==> config.mk <==
export PLATFORM = sky130hd
export DESIGN_NAME = systolic_drain_flat
export DESIGN_NICKNAME = d
export VERILOG_FILES = /design/src/rtl/systolic_drain_pkg.sv /design/src/rtl/systolic_drain_if.sv /design/src/rtl/systolic_drain_sat_clamp.sv /design/src/rtl/systolic_drain.sv /design/src/flat_wrapper.sv
export SDC_FILE = /design/constraint.sdc
export NUM_CORES = 1
export LEC_CHECK = 0
export CORE_MARGIN = 3
export CORE_UTILIZATION = 50
export CTS_BUF_LIST = sky130_fd_sc_hd__clkbuf_4
export DETAILED_ROUTE_END_ITERATION = 10
export PLACE_DENSITY = 0.82
export SLEW_MARGIN = 15
export SYNTH_ARGS = -nofsm -noshare
export SYNTH_HDL_FRONTEND = slang
export SYNTH_HIERARCHICAL = 1
export SYNTH_SLANG_ARGS = --single-unit
==> constraint.sdc <==
create_clock -name clk -period 25.2 [get_ports clk]
set_input_delay 7.56 -clock clk [delete_from_list [all_inputs] [get_ports clk]]
set_output_delay 7.56 -clock clk [all_outputs]
set_load 0.01 [all_outputs]
==> src/rtl/systolic_drain_pkg.sv <==
// Shared types and defaults for the systolic array output drain.
//   drain_state_t : drain FSM states
//   N/ACC_W/OUT_W : default array dimension and data widths
//   idx_w()       : width of a row-major index into an N x N grid (min 1)
package systolic_pkg;

    typedef enum logic {
        IDLE  = 1'b0,
        DRAIN = 1'b1
    } drain_state_t;

    localparam int N     = 3;
    localparam int ACC_W = 20;
    localparam int OUT_W = 16;

    function automatic int idx_w(input int n);
        return (n * n > 1) ? $clog2(n * n) : 1;
    endfunction

endpackage

==> src/rtl/systolic_drain_if.sv <==
// Drain stage bus: capture strobe + PE accumulators in, valid/ready element
// stream and status out.
//   master : the drain stage (consumes en_y/y_in/out_ready, drives the rest)
//   slave  : the surrounding fabric (counter, PE grid, downstream sink)
interface systolic_drain_if
    import systolic_pkg::*;
#(
    parameter int N     = systolic_pkg::N,
    parameter int ACC_W = systolic_pkg::ACC_W,
    parameter int OUT_W = systolic_pkg::OUT_W
);
    localparam int IDX_W = idx_w(N);

    logic                     en_y;
    logic [N*N*ACC_W-1:0]     y_in;
    logic                     out_valid;
    logic                     out_ready;
    logic [OUT_W-1:0]         out_data;
    logic [IDX_W-1:0]         out_idx;
    logic                     out_last;
    logic                     out_sat;
    logic                     busy;
    logic                     overrun;

    modport master (
        input  en_y, y_in, out_ready,
        output out_valid, out_data, out_idx, out_last, out_sat, busy, overrun
    );

    modport slave (
        output en_y, y_in, out_ready,
        input  out_valid, out_data, out_idx, out_last, out_sat, busy, overrun
    );

endinterface

==> src/rtl/systolic_drain_sat_clamp.sv <==
// Signed saturating narrower, purely combinational.
//   in  : signed IN_W value
//   out : value clamped to the signed OUT_W range
//   sat : high when clamping changed the value
// OUT_W must not exceed IN_W; equal widths pass straight through.
module sat_clamp #(
    parameter int IN_W  = 20,
    parameter int OUT_W = 16
) (
    input  logic signed [IN_W-1:0]  in,
    output logic signed [OUT_W-1:0] out,
    output logic                    sat
);

    if (OUT_W == IN_W) begin : g_pass
        assign out = in;
        assign sat = 1'b0;
    end else begin : g_clamp
        // Range limits sign-extended to IN_W so the compare is a plain signed one.
        localparam logic signed [IN_W-1:0] MAXV = {{(IN_W-OUT_W+1){1'b0}}, {(OUT_W-1){1'b1}}};
        localparam logic signed [IN_W-1:0] MINV = {{(IN_W-OUT_W+1){1'b1}}, {(OUT_W-1){1'b0}}};

        always_comb begin
            out = in[OUT_W-1:0];
            sat = 1'b0;
            if (in > MAXV) begin
                out = MAXV[OUT_W-1:0];
                sat = 1'b1;
            end else if (in < MINV) begin
                out = MINV[OUT_W-1:0];
                sat = 1'b1;
            end
        end
    end

endmodule

==> src/rtl/systolic_drain.sv <==
// Output drain for the systolic MAC array. en_y snapshots all N*N PE
// accumulators into a local buffer; the buffer is then streamed row-major,
// one element per valid/ready transfer, clamped to OUT_W. The PE grid is free
// to compute the next matrix while this one drains.
//   clk, reset : clock, async active-high reset
//   bus        : systolic_drain_if.master (en_y, y_in, out_* stream, busy, overrun)
module systolic_drain
    import systolic_pkg::*;
#(
    parameter int N     = systolic_pkg::N,
    parameter int ACC_W = systolic_pkg::ACC_W,
    parameter int OUT_W = systolic_pkg::OUT_W
) (
    input  logic             clk,
    input  logic             reset,
    systolic_drain_if.master bus
);

    localparam int                NN       = N * N;
    localparam int                IDX_W    = idx_w(N);
    localparam logic [IDX_W-1:0]  LAST_IDX = IDX_W'(NN - 1);

    drain_state_t            r_state, w_next;
    logic [IDX_W-1:0]        r_idx;
    logic                    r_overrun;
    logic signed [ACC_W-1:0] r_buf [NN];

    logic                    w_xfer, w_at_last, w_cap;
    logic signed [ACC_W-1:0] w_cur;
    logic signed [OUT_W-1:0] w_clamped;
    logic                    w_sat;
    logic                    w_valid;

    assign w_valid   = (r_state == DRAIN);
    assign w_at_last = (r_idx == LAST_IDX);
    assign w_xfer    = w_valid && bus.out_ready;

    // Capture happens from IDLE, or on the final transfer so a new matrix
    // follows the old one with no idle cycle.
    always_comb begin
        w_next = r_state;
        w_cap  = 1'b0;
        case (r_state)
            IDLE: begin
                if (bus.en_y) begin
                    w_cap  = 1'b1;
                    w_next = DRAIN;
                end
            end
            DRAIN: begin
                if (w_xfer && w_at_last) begin
                    if (bus.en_y) w_cap  = 1'b1;
                    else          w_next = IDLE;
                end
            end
            default: w_next = IDLE;
        endcase
    end

    always_ff @(posedge clk or posedge reset) begin
        if (reset) begin
            r_state   <= IDLE;
            r_idx     <= '0;
            r_overrun <= 1'b0;
        end else begin
            r_state <= w_next;
            if (w_cap)
                r_idx <= '0;
            else if (w_xfer)
                r_idx <= w_at_last ? '0 : r_idx + 1'b1;
            // A strobe that cannot be honoured is dropped and remembered.
            if (w_valid && bus.en_y && !w_cap)
                r_overrun <= 1'b1;
        end
    end

    // Data buffer carries no reset: contents are only observed after a capture.
    always_ff @(posedge clk) begin
        if (w_cap) begin
            for (int i = 0; i < NN; i++)
                r_buf[i] <= bus.y_in[i*ACC_W +: ACC_W];
        end
    end

    assign w_cur = r_buf[r_idx];

    sat_clamp #(
        .IN_W  (ACC_W),
        .OUT_W (OUT_W)
    ) u_clamp (
        .in  (w_cur),
        .out (w_clamped),
        .sat (w_sat)
    );

    // Element fields are forced to zero outside DRAIN.
    assign bus.out_valid = w_valid;
    assign bus.busy      = w_valid;
    assign bus.out_idx   = w_valid ? r_idx : '0;
    assign bus.out_last  = w_valid && w_at_last;
    assign bus.out_data  = w_valid ? w_clamped : '0;
    assign bus.out_sat   = w_valid && w_sat;
    assign bus.overrun   = r_overrun;

endmodule

==> src/flat_wrapper.sv <==
// flat-port wrapper written by rule: the top's interface ports become plain ports
module systolic_drain_flat import systolic_pkg::*;
#(
    parameter int N     = systolic_pkg::N,
    parameter int ACC_W = systolic_pkg::ACC_W,
    parameter int OUT_W = systolic_pkg::OUT_W
)
  (clk, reset, bus_en_y, bus_y_in, bus_out_ready, bus_out_valid, bus_out_data, bus_out_idx, bus_out_last, bus_out_sat, bus_busy, bus_overrun);
  systolic_drain_if #(.N(N), .ACC_W(ACC_W), .OUT_W(OUT_W)) bus_i ();
  input  logic clk;
  input  logic reset;
  input wire logic [$bits(bus_i.en_y)-1:0] bus_en_y;
  input wire logic [$bits(bus_i.y_in)-1:0] bus_y_in;
  input wire logic [$bits(bus_i.out_ready)-1:0] bus_out_ready;
  output wire logic [$bits(bus_i.out_valid)-1:0] bus_out_valid;
  output wire logic [$bits(bus_i.out_data)-1:0] bus_out_data;
  output wire logic [$bits(bus_i.out_idx)-1:0] bus_out_idx;
  output wire logic [$bits(bus_i.out_last)-1:0] bus_out_last;
  output wire logic [$bits(bus_i.out_sat)-1:0] bus_out_sat;
  output wire logic [$bits(bus_i.busy)-1:0] bus_busy;
  output wire logic [$bits(bus_i.overrun)-1:0] bus_overrun;
  assign bus_i.en_y = bus_en_y;
  assign bus_i.y_in = bus_y_in;
  assign bus_i.out_ready = bus_out_ready;
  assign bus_out_valid = bus_i.out_valid;
  assign bus_out_data = bus_i.out_data;
  assign bus_out_idx = bus_i.out_idx;
  assign bus_out_last = bus_i.out_last;
  assign bus_out_sat = bus_i.out_sat;
  assign bus_busy = bus_i.busy;
  assign bus_overrun = bus_i.overrun;
  systolic_drain #(.N(N), .ACC_W(ACC_W), .OUT_W(OUT_W)) u_core (.clk(clk), .reset(reset), .bus(bus_i));
endmodule
==> metrics.txt <==
outcome=finished clean; largest cells by area after synthesis=edfxtp_1, mux2i_1, mux2_2; die area=between 15,000 and 20,000 um^2; Clock Root Buffer=clkbuf_4; Power Dens Cells=between 90 and 100 nW/um^2; critical-path cell list=buf_4, mux2i_1, a22o_1, o31ai_4, nor2b_4, a221oi_1, and2_1, clkdlybuf4s50_1; critical path's largest stage delay=between 800 and 900 ps; Async S/R FF share, synth=0.03226; Most used DFF post-synth=edfxtp_1; largest net degree at the start of global routing=87; Sink Count=186; post-synth top area cell=edfxtp_1; RSZ-0062 raised after global routing=false; CTS buffer count=17; startpoint types=flop; final WL=roughly 19 mm; Least-Margin Pin Slew=around 1100 ps; clock buffer depth=2; Post-Place Cell Area=10,210 um^2; WS Path Type=flop to primary output; Post-synth EDFFs=180; DRC Markers=0; pre-CTS setup slack=13,410 ps; hold_ws=489.9 ps; share of the synthesized area in the top cell type=0.6707; post-layout min period=12,430 ps; row cnt=between 40 and 50; die height=133.0 um; clk_lat worst skew=580 ps; CTS tree=yes; final std cell area, no fill=10,540 um^2; Util after Layout=0.6805; setup ws final=12,770 ps; CP Capture Type=primary output; Tot Pwr=1.013 mW; largest fanout on the critical path=46; Critical Path AT=4870 ps; Leak=around 3.5 nW; Via Count=5,011; Final GP Congestion=0.8382; Die X=around 130 um; non-filler instance count after layout=912; Iter 0 DRT Violations=337; GR Overflow Total=0; Starting Density=0.5205; post-synth net total=676; Slew Limit Fails=0; first-pass GRT wire length=28.63 mm; vias per cell=5.495; final setup TNS=0 ps; period utilisation layout=0.4933; number of fill cells=1,049; vias in the first global route=5,187; hold-fix buffers at CTS=0; syn_area_per_cell=roughly 16 um^2; Max IR drop VDD=0.04719 mV; Routed Antenna Nets=0; post-DP HPWL=13.31 mm; commonest cells after routing, fill and taps aside=clkdlybuf4s50_1, edfxtp_1, mux2i_1, mux2_2, nand2_1; Slowest-stage cell, CP=dfrtp_4; WL/cell=20.58 um; most common cell after layout, fill and taps aside=clkdlybuf4s50_1; core area=15,480 um^2; placed instance count=slightly below 900; I/O pin cnt=209; drt pass-1 iters=5; Synthesis Warnings=6; Seq/Total Area, Yosys=0.6893; f_max=approximately 0.080 GHz; Clock transition at path regs=160 ps; PortBufs=208; Worst Hold Class=flop to flop; H-tree depth=4; share of layout cells above drive strength 1=0.1643; WP data required=17,640 ps; #FFs+latches synth=186; synth unique cells=40; Final Skew=21.00 ps; Mapped Area=about 8100 um^2; post-CTS setup buffers=0; total of max-cap violations=0; total track usage=0.2148; final hold viol count=0; post_cts resized=0; area grow syn2layout=30.74%; post-synthesis cell count=490; nets@finish=a little under 900; initial antenna violation count=1; Max-slew headroom=0.2728; Finish-stage setup viols=0
[layer usage]
metal,vias to the layer above,routed length [um],track usage
li1,2326,-,-
met1,2458,7685,0.2765
met2,203,9229,0.3502
met3,24,1547,0.06920
met4,0,307,0.06409
met5,-,0,0
[final cells by class]
type	instances	area (um^2)	area share
clock inverter	14	160.2	0.01520
inverter	3	11.26	0.001069
antenna	1	2.502	0.0002375
tap	211	264.0	0.02506
timing repair buffer	219	2185	0.2073
clock buffer	18	135.1	0.01283
sequential	186	5560	0.5277
multi-input combinational	260	2218	0.2105
[flip-flops by register name (all words and copies together) (netlist names)]
name	flops
u_core/bus.busy	1
u_core/r_buf	180
u_core/r_idx	4
u_core/bus.overrun	1
[power breakdown]
group / switching [mW] / total [mW] / internal (mW)
registers: 0.0209 / 0.385 / 0.364
clock network: 0.105 / 0.167 / 0.0627
logic: 0.236 / 0.461 / 0.225
total: 0.361 / 1.01 / 0.652
[synth_stat cells, types with 10 or more instances]
| master | number |
|---|---|
| a221oi_2 | 10 |
| and2_1 | 23 |
| nand2_1 | 25 |
| mux2i_1 | 41 |
| o31ai_2 | 20 |
| nand4_1 | 15 |
| a22o_1 | 20 |
| nor2_1 | 17 |
| mux2_2 | 36 |
| clkbuf_1 | 15 |
| edfxtp_1 | 180 |
| o22ai_1 | 21 |
[final timing paths]
path                                                start                        endpoint  slack, ps  cells past startpoint
hold reg to reg            u_core/bus.overrun$_DFFE_PP0P_  u_core/bus.overrun$_DFFE_PP0P_        490                      1
min in group asynchronous                           reset       u_core/bus.busy$_DFF_PP0_       7180                      2
setup reg to reg              u_core/r_idx[0]$_DFFE_PP0P_    u_core/r_buf[3][2]$_DFFE_PP_      21150                      7
max in group asynchronous                           reset     u_core/r_idx[0]$_DFFE_PP0P_      17790                      2
setup / recovery              u_core/r_idx[0]$_DFFE_PP0P_                 bus_out_data[0]      12770                      8
hold / removal             u_core/bus.overrun$_DFFE_PP0P_  u_core/bus.overrun$_DFFE_PP0P_        490                      1
[critical path, delay by kind of cell, from the launching register on]
kind,cells,cell delay [ps]
AOI/OAI and AO/OA,3,1220
buffers and inverters,2,1170
DFF,1,840
muxes,1,170
and+or+nand+nor,2,860
[cell families (layout without fill, tap and decap cells)]
logic type | Yosys count | in the layout | share of synthesized area
AO/OA/AOI/OAI | 83 | 83 | 0.09921
XOR/XNOR | 1 | 1 | 0.001087
adder cells (fa/ha/maj) | 2 | 2 | 0.003105
buffers and inverters | 44 | 254 | 0.03788
flip-flops | 186 | 186 | 0.6893
multiplexers | 82 | 82 | 0.1082
other | 0 | 1 | 0
AND/OR/NAND/NOR | 92 | 92 | 0.06117
(Power assumes the default switching activity.)
